==> config.mk <==
export PLATFORM = sky130hd
export DESIGN_NAME = led_matrix_column_scanner
export DESIGN_NICKNAME = d
export VERILOG_FILES = /design/src/rtl/led_matrix_column_scanner.sv
export SDC_FILE = /design/constraint.sdc
export NUM_CORES = 1
export LEC_CHECK = 0
export ABC_AREA = 1
export CELL_PAD_IN_SITES_DETAIL_PLACEMENT = 2
export CELL_PAD_IN_SITES_GLOBAL_PLACEMENT = 2
export CORE_UTILIZATION = 33
export CTS_BUF_LIST = sky130_fd_sc_hd__clkbuf_2 sky130_fd_sc_hd__clkbuf_4 sky130_fd_sc_hd__clkbuf_8
export DETAILED_ROUTE_END_ITERATION = 10
export PLACE_DENSITY = 0.88
export SLEW_MARGIN = 20
export SYNTH_ARGS = -nofsm -noshare
export SYNTH_HDL_FRONTEND = slang
export SYNTH_SLANG_ARGS = --single-unit
==> constraint.sdc <==
create_clock -name clk -period 4.1 [get_ports clk]
set_input_delay 0.615 -clock clk [delete_from_list [all_inputs] [get_ports clk]]
set_output_delay 0.615 -clock clk [all_outputs]
set_load 0.1 [all_outputs]
==> src/rtl/led_matrix_column_scanner.sv <==
// Column scanner: latches a COLS x ROWS frame and drives one column at a time onto a 7x5 LED matrix.
// Latency: one clock from enable (or frame wrap) to the column being driven; each column holds DIV clocks.
// Backpressure: none; free-running scan, frame_data is only sampled at frame boundaries.
//
// Ports:
//   clk, rst_n   - system clock, synchronous active-low reset
//   enable       - 1 = scan, 0 = matrix dark (returns to IDLE)
//   frame_data   - column images, column c at [c*ROWS +: ROWS]
//   rows_out     - active-high row drive of the current column
//   cols_out     - active-low column select, one-cold while scanning
//   col_idx      - index of the currently driven column (0 in IDLE)
//   frame_start  - one-cycle pulse when column 0 of a newly latched frame begins
// Optional: define SCAN_BLANKING_EN to insert one dark cycle after every column.
module led_matrix_column_scanner #(
  parameter int COLS = 5,
  parameter int ROWS = 7,
  parameter int DIV  = 50000
) (
  input  logic                 clk,
  input  logic                 rst_n,
  input  logic                 enable,
  input  logic [COLS*ROWS-1:0] frame_data,
  output logic [ROWS-1:0]      rows_out,
  output logic [COLS-1:0]      cols_out,
  output logic [2:0]           col_idx,
  output logic                 frame_start
);

  localparam int DW = (DIV > 1) ? $clog2(DIV) : 1;

`ifdef SCAN_BLANKING_EN
  typedef enum logic [1:0] {IDLE, SCAN, BLANK} state_t;
`else
  typedef enum logic [1:0] {IDLE, SCAN} state_t;
`endif

  state_t                 state;
  logic [DW-1:0]          div_cnt;
  logic [2:0]             col;
  logic [COLS*ROWS-1:0]   shadow;

  logic                   tc;
  logic                   wrap;
  logic [2:0]             next_col;
  logic [ROWS-1:0]        next_rows;

  // Column advance: on wrap the new frame is shown straight from frame_data,
  // since the shadow register is being loaded on the same edge.
  always_comb begin
    tc        = (div_cnt == DW'(DIV - 1));
    wrap      = (col == 3'(COLS - 1));
    next_col  = wrap ? 3'd0 : col + 3'd1;
    next_rows = wrap ? frame_data[ROWS-1:0] : shadow[next_col*ROWS +: ROWS];
  end

  assign col_idx = col;

  always_ff @(posedge clk) begin
    if (!rst_n) begin
      state       <= IDLE;
      div_cnt     <= '0;
      col         <= '0;
      shadow      <= '0;
      rows_out    <= '0;
      cols_out    <= '1;
      frame_start <= 1'b0;
    end else begin
      frame_start <= 1'b0;
      case (state)
        IDLE: begin
          div_cnt  <= '0;
          col      <= '0;
          rows_out <= '0;
          cols_out <= '1;
          if (enable) begin
            state       <= SCAN;
            shadow      <= frame_data;
            rows_out    <= frame_data[ROWS-1:0];
            cols_out    <= ~COLS'(1);
            frame_start <= 1'b1;
          end
        end

        SCAN: begin
          if (!enable) begin
            state    <= IDLE;
            div_cnt  <= '0;
            col      <= '0;
            rows_out <= '0;
            cols_out <= '1;
          end else if (tc) begin
            div_cnt <= '0;
`ifdef SCAN_BLANKING_EN
            // Dark cycle between columns; col holds so col_idx shows the old column.
            state    <= BLANK;
            rows_out <= '0;
            cols_out <= '1;
`else
            col      <= next_col;
            rows_out <= next_rows;
            cols_out <= ~(COLS'(1) << next_col);
            if (wrap) begin
              shadow      <= frame_data;
              frame_start <= 1'b1;
            end
`endif
          end else begin
            div_cnt <= div_cnt + DW'(1);
          end
        end

`ifdef SCAN_BLANKING_EN
        BLANK: begin
          div_cnt <= '0;
          if (!enable) begin
            state    <= IDLE;
            col      <= '0;
            rows_out <= '0;
            cols_out <= '1;
          end else begin
            state    <= SCAN;
            col      <= next_col;
            rows_out <= next_rows;
            cols_out <= ~(COLS'(1) << next_col);
            if (wrap) begin
              shadow      <= frame_data;
              frame_start <= 1'b1;
            end
          end
        end
`endif

        default: begin
          state    <= IDLE;
          div_cnt  <= '0;
          col      <= '0;
          rows_out <= '0;
          cols_out <= '1;
        end
      endcase
    end
  end

endmodule

Word-level counts from Yosys, hierarchy flattened. Cells that the tools add are included.

Add/subtract/negate cells: 2. $mul: 1. Equal/unequal tests: 9. Shifts and indexed selects: 2. Mux-type cells: 23. Bitwise logic cells: 4. Reductions and logical operators: 6.

Operator list (count): 35-bit 2-to-1 mux (4); 35-bit case mux with 2 select lines (1); 35-bit by 7-bit variable part select with 7-bit output (1); 7-bit 2-to-1 mux (4); 16-bit by 1-bit adder with 16-bit output, second input constant (1); 16-bit equality test, second input constant (1); 7-bit case mux with 2 select lines (1); 5-bit 2-to-1 mux (2); 2-bit != test, second input constant (5); 5-bit case mux with 2 select lines (1); 3-bit by 3-bit multiplier with 6-bit output, second input constant (1); 1-bit 2-to-1 mux (5); 5-bit inverter (1); 5-bit AND reduction (1); 1-bit by 3-bit left shift with 5-bit output, first input constant (1); 2-bit 2-to-1 mux (2); 2-bit case mux with 2 select lines (1); 4-bit OR reduction (1); 3-bit by 1-bit adder with 3-bit output, second input constant (1); 3-bit equality test, second input constant (1); 3-bit 2-to-1 mux (1); 3-bit != test, second input constant (1); 1-bit inverter (3); 3-bit AND reduction (1); 5 further kinds (5).

Bits in registers: 69. Input port bits: 38. Output and inout port bits: 16.

Depth between registers and ports, before layout.
Word-level depth: 8. Mapped depth: 12.

Worst setup path before layout. Ideal clock, no wire load.

Path kind: flip-flop to flip-flop. Start: register col[0], in the netlist col_idx[0]. End: register rows_out[2]. Data arrival time: 2525 ps. Data required time: 3980 ps. Slack: 1455 ps. Stages on the path, launching flop included: 13. Buffers on the path: 2. Cell sequence: dfxtp_1 > inv_1 > buf_2 > ha_1 > nand2_4 > nand2_2 > nor2_2 > buf_6 > nor2_1 > nand3_1 > nand2_1 > nand2_1 > a21oi_2.

Cells in the longest elaborated chain, start to end: 8.

RTL lines: start: declaration (line 39) `logic [2:0] col;`; start signal: assignment (line 99) `col <= next_col;`; 3-bit by 1-bit adder with 3-bit output or 3-bit equality test (tied branches) (line 52, 51); 3-bit 2-to-1 mux (line 52) `next_col = wrap ? 3'd0 : col + 3'd1;`; 3-bit by 3-bit multiplier with 6-bit output (line 53) `next_rows = wrap ? frame_data[ROWS-1:0] : shadow[next_col*ROWS +: ROWS];`; 35-bit by 7-bit variable part select with 7-bit output (line 53); 7-bit 2-to-1 mux (*) (line 53); 7-bit 2-to-1 mux (*) (line 91) `end else if (tc) begin`; 7-bit 2-to-1 mux (*) (line 85) `if (!enable) begin`; 7-bit case mux with 2 select lines (*) (line 69) `case (state)`; end signal: assignment (line 78) `rows_out <= frame_data[ROWS-1:0];`; end signal: assignment (line 100) `rows_out <= next_rows;`; end: declaration (line 23) `output logic [ROWS-1:0] rows_out,`.

Mark *: on every way between the ends. The rest lies on a longest branch, timed or not. The select of a mux whose other input is x is not followed. A chain may end at the register's enable or synchronous reset.

Final worst setup path.
Start: register col[2], in the netlist col_idx[2]. End: output port col_idx[2].

RTL lines: end: declaration (line 25) `output logic [2:0] col_idx,`.

No word-level cell between the ends.

==> results.txt <==
The total nets after synthesis came out at a little under 600. The average via count per standard cell is 5.09. The slowest stage of the critical path is the sky130_fd_sc_hd__clkdlybuf4s50_1 cell. The area used by sequential logic in the layout came out at roughly 1400 µm². After clock tree synthesis, the repair step resized 0 gates. Summed over all layers, the routed wires come to 12200 µm. The overall routing resource usage came out at ~23%. The cell count of the worst reg-to-reg path came out at 11.

The flow ran to the end, and the final reports show no timing, DRC or antenna violations. In this run the critical register-to-register path is captured at rows_out[5]$_SDFFE_PN0P_. The start of the worst register-to-register path is col_idx[0]$_SDFFE_PN0P_.

The number of sinks on the clock net came out at just under 70. Buffers inserted during clock tree synthesis total 9. The leakage power of the design is 0.00193 µW. The largest net degree at the start of global routing came out at slightly above 70. The number of detailed-route iterations in the first pass came out at 4.

Clock-pin slew was measured on the worst setup and hold paths at about 80 ps. The post-synthesis average cell area is slightly below 7 µm². The number of antenna violations at the first check in global routing was 0. The final setup skew is around 15 ps.

The number of hold-slack violations in the final timing report is 0. The weighted congestion at the end of routability-driven global placement came out at about 0.77. The effective utilization at floorplan is 33.9%. The port buffer count came out at 53. The post-route netlist has under 10% of its cells at a drive strength greater than 1.

The power after layout is approximately 2400 µW. TritonCTS built the clock tree. The path class of the tightest hold or removal check is reg2reg.

Walking the worst path, the cells encountered are clkdlybuf4s50_1. The number of nets in the finished design came out at about 630. The path with the worst hold slack has its endpoint at div_cnt[0]$_SDFF_PP0_. The number of synthesis warnings is 0. Along the worst hold path, the cell count comes to 1. The count of buffering cells on the critical path with inverters included came out at 1.

Timing would allow up to 0.374 GHz. The HPWL after detailed placement is approximately 8400 µm. The arrival time reported for the critical path endpoint is approximately 2100 ps. The tool flagged a number of max-cap violations equal to 0. The buffer type at the clock tree root is sky130_fd_sc_hd__clkbuf_8. The H-tree depth is 3.

The growth of design area from synthesis to finish is 20.8%. The multi-input combinational cells in the finished layout cover a total of 1870 µm². The count of boundary I/O pins is 54.

The flip-flop and latch count after synthesis came out at 68. The minimum setup slack among reg-to-reg paths is about 1500 ps. The clock period minus worst slack is 2670 ps.

The number of antenna cells inserted came out at 0. The portion of synthesized cell area occupied by the leading cell type is approximately 37%. The number of DRC markers in iteration 0 came out at roughly 160. The required time at the worst-slack endpoint came out at around 3500 ps. The global-route wire length before repair came out at 20300 µm. For this run, the number of standard cells in the final layout without fillers is around 730. The max-slew headroom at the worst pin came out at roughly 34%. The die height is ~110 µm. After detailed routing, the average wire length per cell comes to 16.7 µm. The gate count after technology mapping came out at 547. The number of buffers on the longest clock path came out at 2. The number of filler cells placed in the layout is 1306. The die width is 108 µm. The maximum ir drop on the vdd rail came out at between 200 and 300 µV.

The mapped netlist covers approximately 3700 µm². The via count came out at around 3700. The via count of the first global-routing pass came out at about 4000.

The remaining number of nets flagged by the antenna check after routing came out at 0. The family of cells with the greatest summed delay on the critical path is buffers and inverters. The max-slew violation count came to 0. The sequential area share after synthesis came out at around 37%. The maximum fanout along the worst path is 5.

The area of the die is roughly 12000 µm². Setup repair after global routing left no endpoint under its margin. The count of hold buffers inserted by post-cts repair came out at 0.

The core region area is 10900 µm². Setup violations remaining at the end of the flow were counted as 0. The sort of element at the start of the critical path is a register. For this design the ratio of total power to cell area is 548 nW/µm².

After synthesis, the cell types taking the most area are sky130_fd_sc_hd__dfxtp_1 (37%), sky130_fd_sc_hd__nand3_1 (10%), sky130_fd_sc_hd__nand2_1 (10%). The biggest area contributor in the post-synthesis netlist is sky130_fd_sc_hd__dfxtp_1. The number of remaining DRC errors is 0. The largest stage delay on the critical path came out at 1190 ps. The aggregate global routing overflow came out at 0. Dividing the final minimum period by the clock period gives 65.2%.

Summed over all failing endpoints, the final setup total negative slack is 0 ps. The kind of critical path is reg2out. The startpoint identified for the worst hold timing path is div_cnt[0]$_SDFF_PP0_. The source-to-sink clock delay at the later pin of the worst-skew pair is 360 ps. The number of placed cells counting well taps is 716. The number of distinct library cells after synthesis came out at 35. The total setup buffers inserted after CTS is 0. The endpoint type of the worst setup path is an output port. The standard-cell row count came out at 38. At the pin with the least slew margin, the transition time is 981 ps.
[through the flow]
step / instance area [µm²] / util, % / worst slack, ps / hold slack [ps]
2_1_floorplan: 3690 / - / 1460 / 418
3_3_place_gp: 4240 / 38.9 / 1390 / 428
3_5_place_dp: 4240 / 38.9 / 1270 / 450
4_1_cts: 4460 / 41.0 / 1410 / 463
5_1_grt: 4460 / 41.0 / 1250 / 488
6_report: 4460 / 41.0 / 1430 / 456
[area by class of cell]
| class | count | area share, % |
|---|---|---|
| clock inverters | 5 | 1.68 |
| flip-flops and latches | 68 | 30.5 |
| multi-input cells | 379 | 41.9 |
| repair buffers | 56 | 12.4 |
| inverters | 73 | 6.26 |
| well taps | 140 | 3.93 |
| clock buffers | 11 | 3.25 |
[Yosys cell counts]
cell type,instances
sky130_fd_sc_hd__nand2_1,98
sky130_fd_sc_hd__nor2_1,79
sky130_fd_sc_hd__nand3_1,77
sky130_fd_sc_hd__inv_1,69
sky130_fd_sc_hd__dfxtp_1,68
sky130_fd_sc_hd__a21oi_1,64
sky130_fd_sc_hd__buf_6,10
sky130_fd_sc_hd__buf_2,9
sky130_fd_sc_hd__o21ai_1,9
sky130_fd_sc_hd__ha_1,8
sky130_fd_sc_hd__o21ai_0,6
sky130_fd_sc_hd__clkbuf_1,5
sky130_fd_sc_hd__nor3_1,5
sky130_fd_sc_hd__nand2_2,4
sky130_fd_sc_hd__buf_1,3
sky130_fd_sc_hd__inv_2,3
sky130_fd_sc_hd__nand3_2,3
sky130_fd_sc_hd__a21oi_2,2
sky130_fd_sc_hd__nand2_4,2
sky130_fd_sc_hd__nand4_1,2
sky130_fd_sc_hd__nor2_2,2
sky130_fd_sc_hd__nor2_4,2
sky130_fd_sc_hd__nor3b_1,2
sky130_fd_sc_hd__or2_2,2
sky130_fd_sc_hd__xnor2_1,2
sky130_fd_sc_hd__xor2_1,2
sky130_fd_sc_hd__a21o_1,1
sky130_fd_sc_hd__a21oi_4,1
sky130_fd_sc_hd__clkinv_4,1
sky130_fd_sc_hd__nand2_8,1
sky130_fd_sc_hd__nand3_4,1
sky130_fd_sc_hd__nor4_1,1
sky130_fd_sc_hd__o211ai_1,1
sky130_fd_sc_hd__o22ai_1,1
sky130_fd_sc_hd__or2_0,1
[cell usage in the layout (no fill, tap or decap), types with 2 or more instances in the layout]
master / instances
sky130_fd_sc_hd__nand4_1: 2
sky130_fd_sc_hd__nand2_4: 2
sky130_fd_sc_hd__nand2_2: 4
sky130_fd_sc_hd__or2_2: 2
sky130_fd_sc_hd__nor2_2: 2
sky130_fd_sc_hd__clkbuf_8: 10
sky130_fd_sc_hd__o21ai_0: 6
sky130_fd_sc_hd__clkdlybuf4s50_1: 53
sky130_fd_sc_hd__xnor2_1: 2
sky130_fd_sc_hd__bufinv_16: 2
sky130_fd_sc_hd__dfxtp_1: 68
sky130_fd_sc_hd__buf_4: 3
sky130_fd_sc_hd__nor3b_1: 2
sky130_fd_sc_hd__inv_2: 3
sky130_fd_sc_hd__xor2_1: 2
sky130_fd_sc_hd__ha_1: 8
sky130_fd_sc_hd__nor3_1: 5
sky130_fd_sc_hd__nand3_2: 3
sky130_fd_sc_hd__nand2_1: 98
sky130_fd_sc_hd__clkinv_2: 3
sky130_fd_sc_hd__a21oi_2: 2
sky130_fd_sc_hd__a21oi_1: 64
sky130_fd_sc_hd__inv_1: 69
sky130_fd_sc_hd__nor2_4: 3
sky130_fd_sc_hd__nor2_1: 78
sky130_fd_sc_hd__o21ai_1: 9
sky130_fd_sc_hd__nand3_1: 77
[registers in the layout, indices dropped and copies added (netlist names)]
register and flops:
shadow 35, div_cnt 16, rows_out 7, cols_out 5
col_idx 3, frame_start 1, state 1
[power by group]
part / internal (µW) / switching [µW] / leakage [µW]
Combinational: 281 / 599 / 0.00125
Sequential: 819 / 108 / 0.000559
Clock: 363 / 274 / 0.000116
[metal layers]
| metal | vias to the layer above | GRT usage [%] | wire length [µm] |
|---|---|---|---|
| met1 | 1806 | 27.2 | 5390 |
| met3 | 25 | 4.90 | 391 |
| met2 | 72 | 40.4 | 6210 |
| met5 | - | 0 | 0 |
| met4 | 0 | 7.83 | 243 |
| li1 | 1825 | - | - |
[worst max path at each step]
stage	from	end	slack, ps	depth (start not counted)
finish	col_idx[2]$_SDFFE_PN0P_	col_idx[2]	1430	1
detailed placement	enable	shadow[4]$_SDFFE_PN0P_	1270	8
CTS	col_idx[2]$_SDFFE_PN0P_	col_idx[2]	1410	1
floorplan	col_idx[0]$_SDFFE_PN0P_	rows_out[2]$_SDFFE_PN0P_	1460	12
global route	col_idx[0]$_SDFFE_PN0P_	rows_out[5]$_SDFFE_PN0P_	1250	11
global placement	enable	shadow[0]$_SDFFE_PN0P_	1390	8
[kinds of logic (layout without fill, tap and decap cells)]
group | count (synthesis) | in the layout | synth area share (%)
buf+inv | 100 | 145 | 12.6
simple gates | 282 | 282 | 34.6
xor+xnor | 4 | 4 | 0.949
flops | 68 | 68 | 36.9
compound gates | 85 | 85 | 12.2
fa+ha+maj | 8 | 8 | 2.71
No activity file was read; power rests on OpenSTA's default activity.
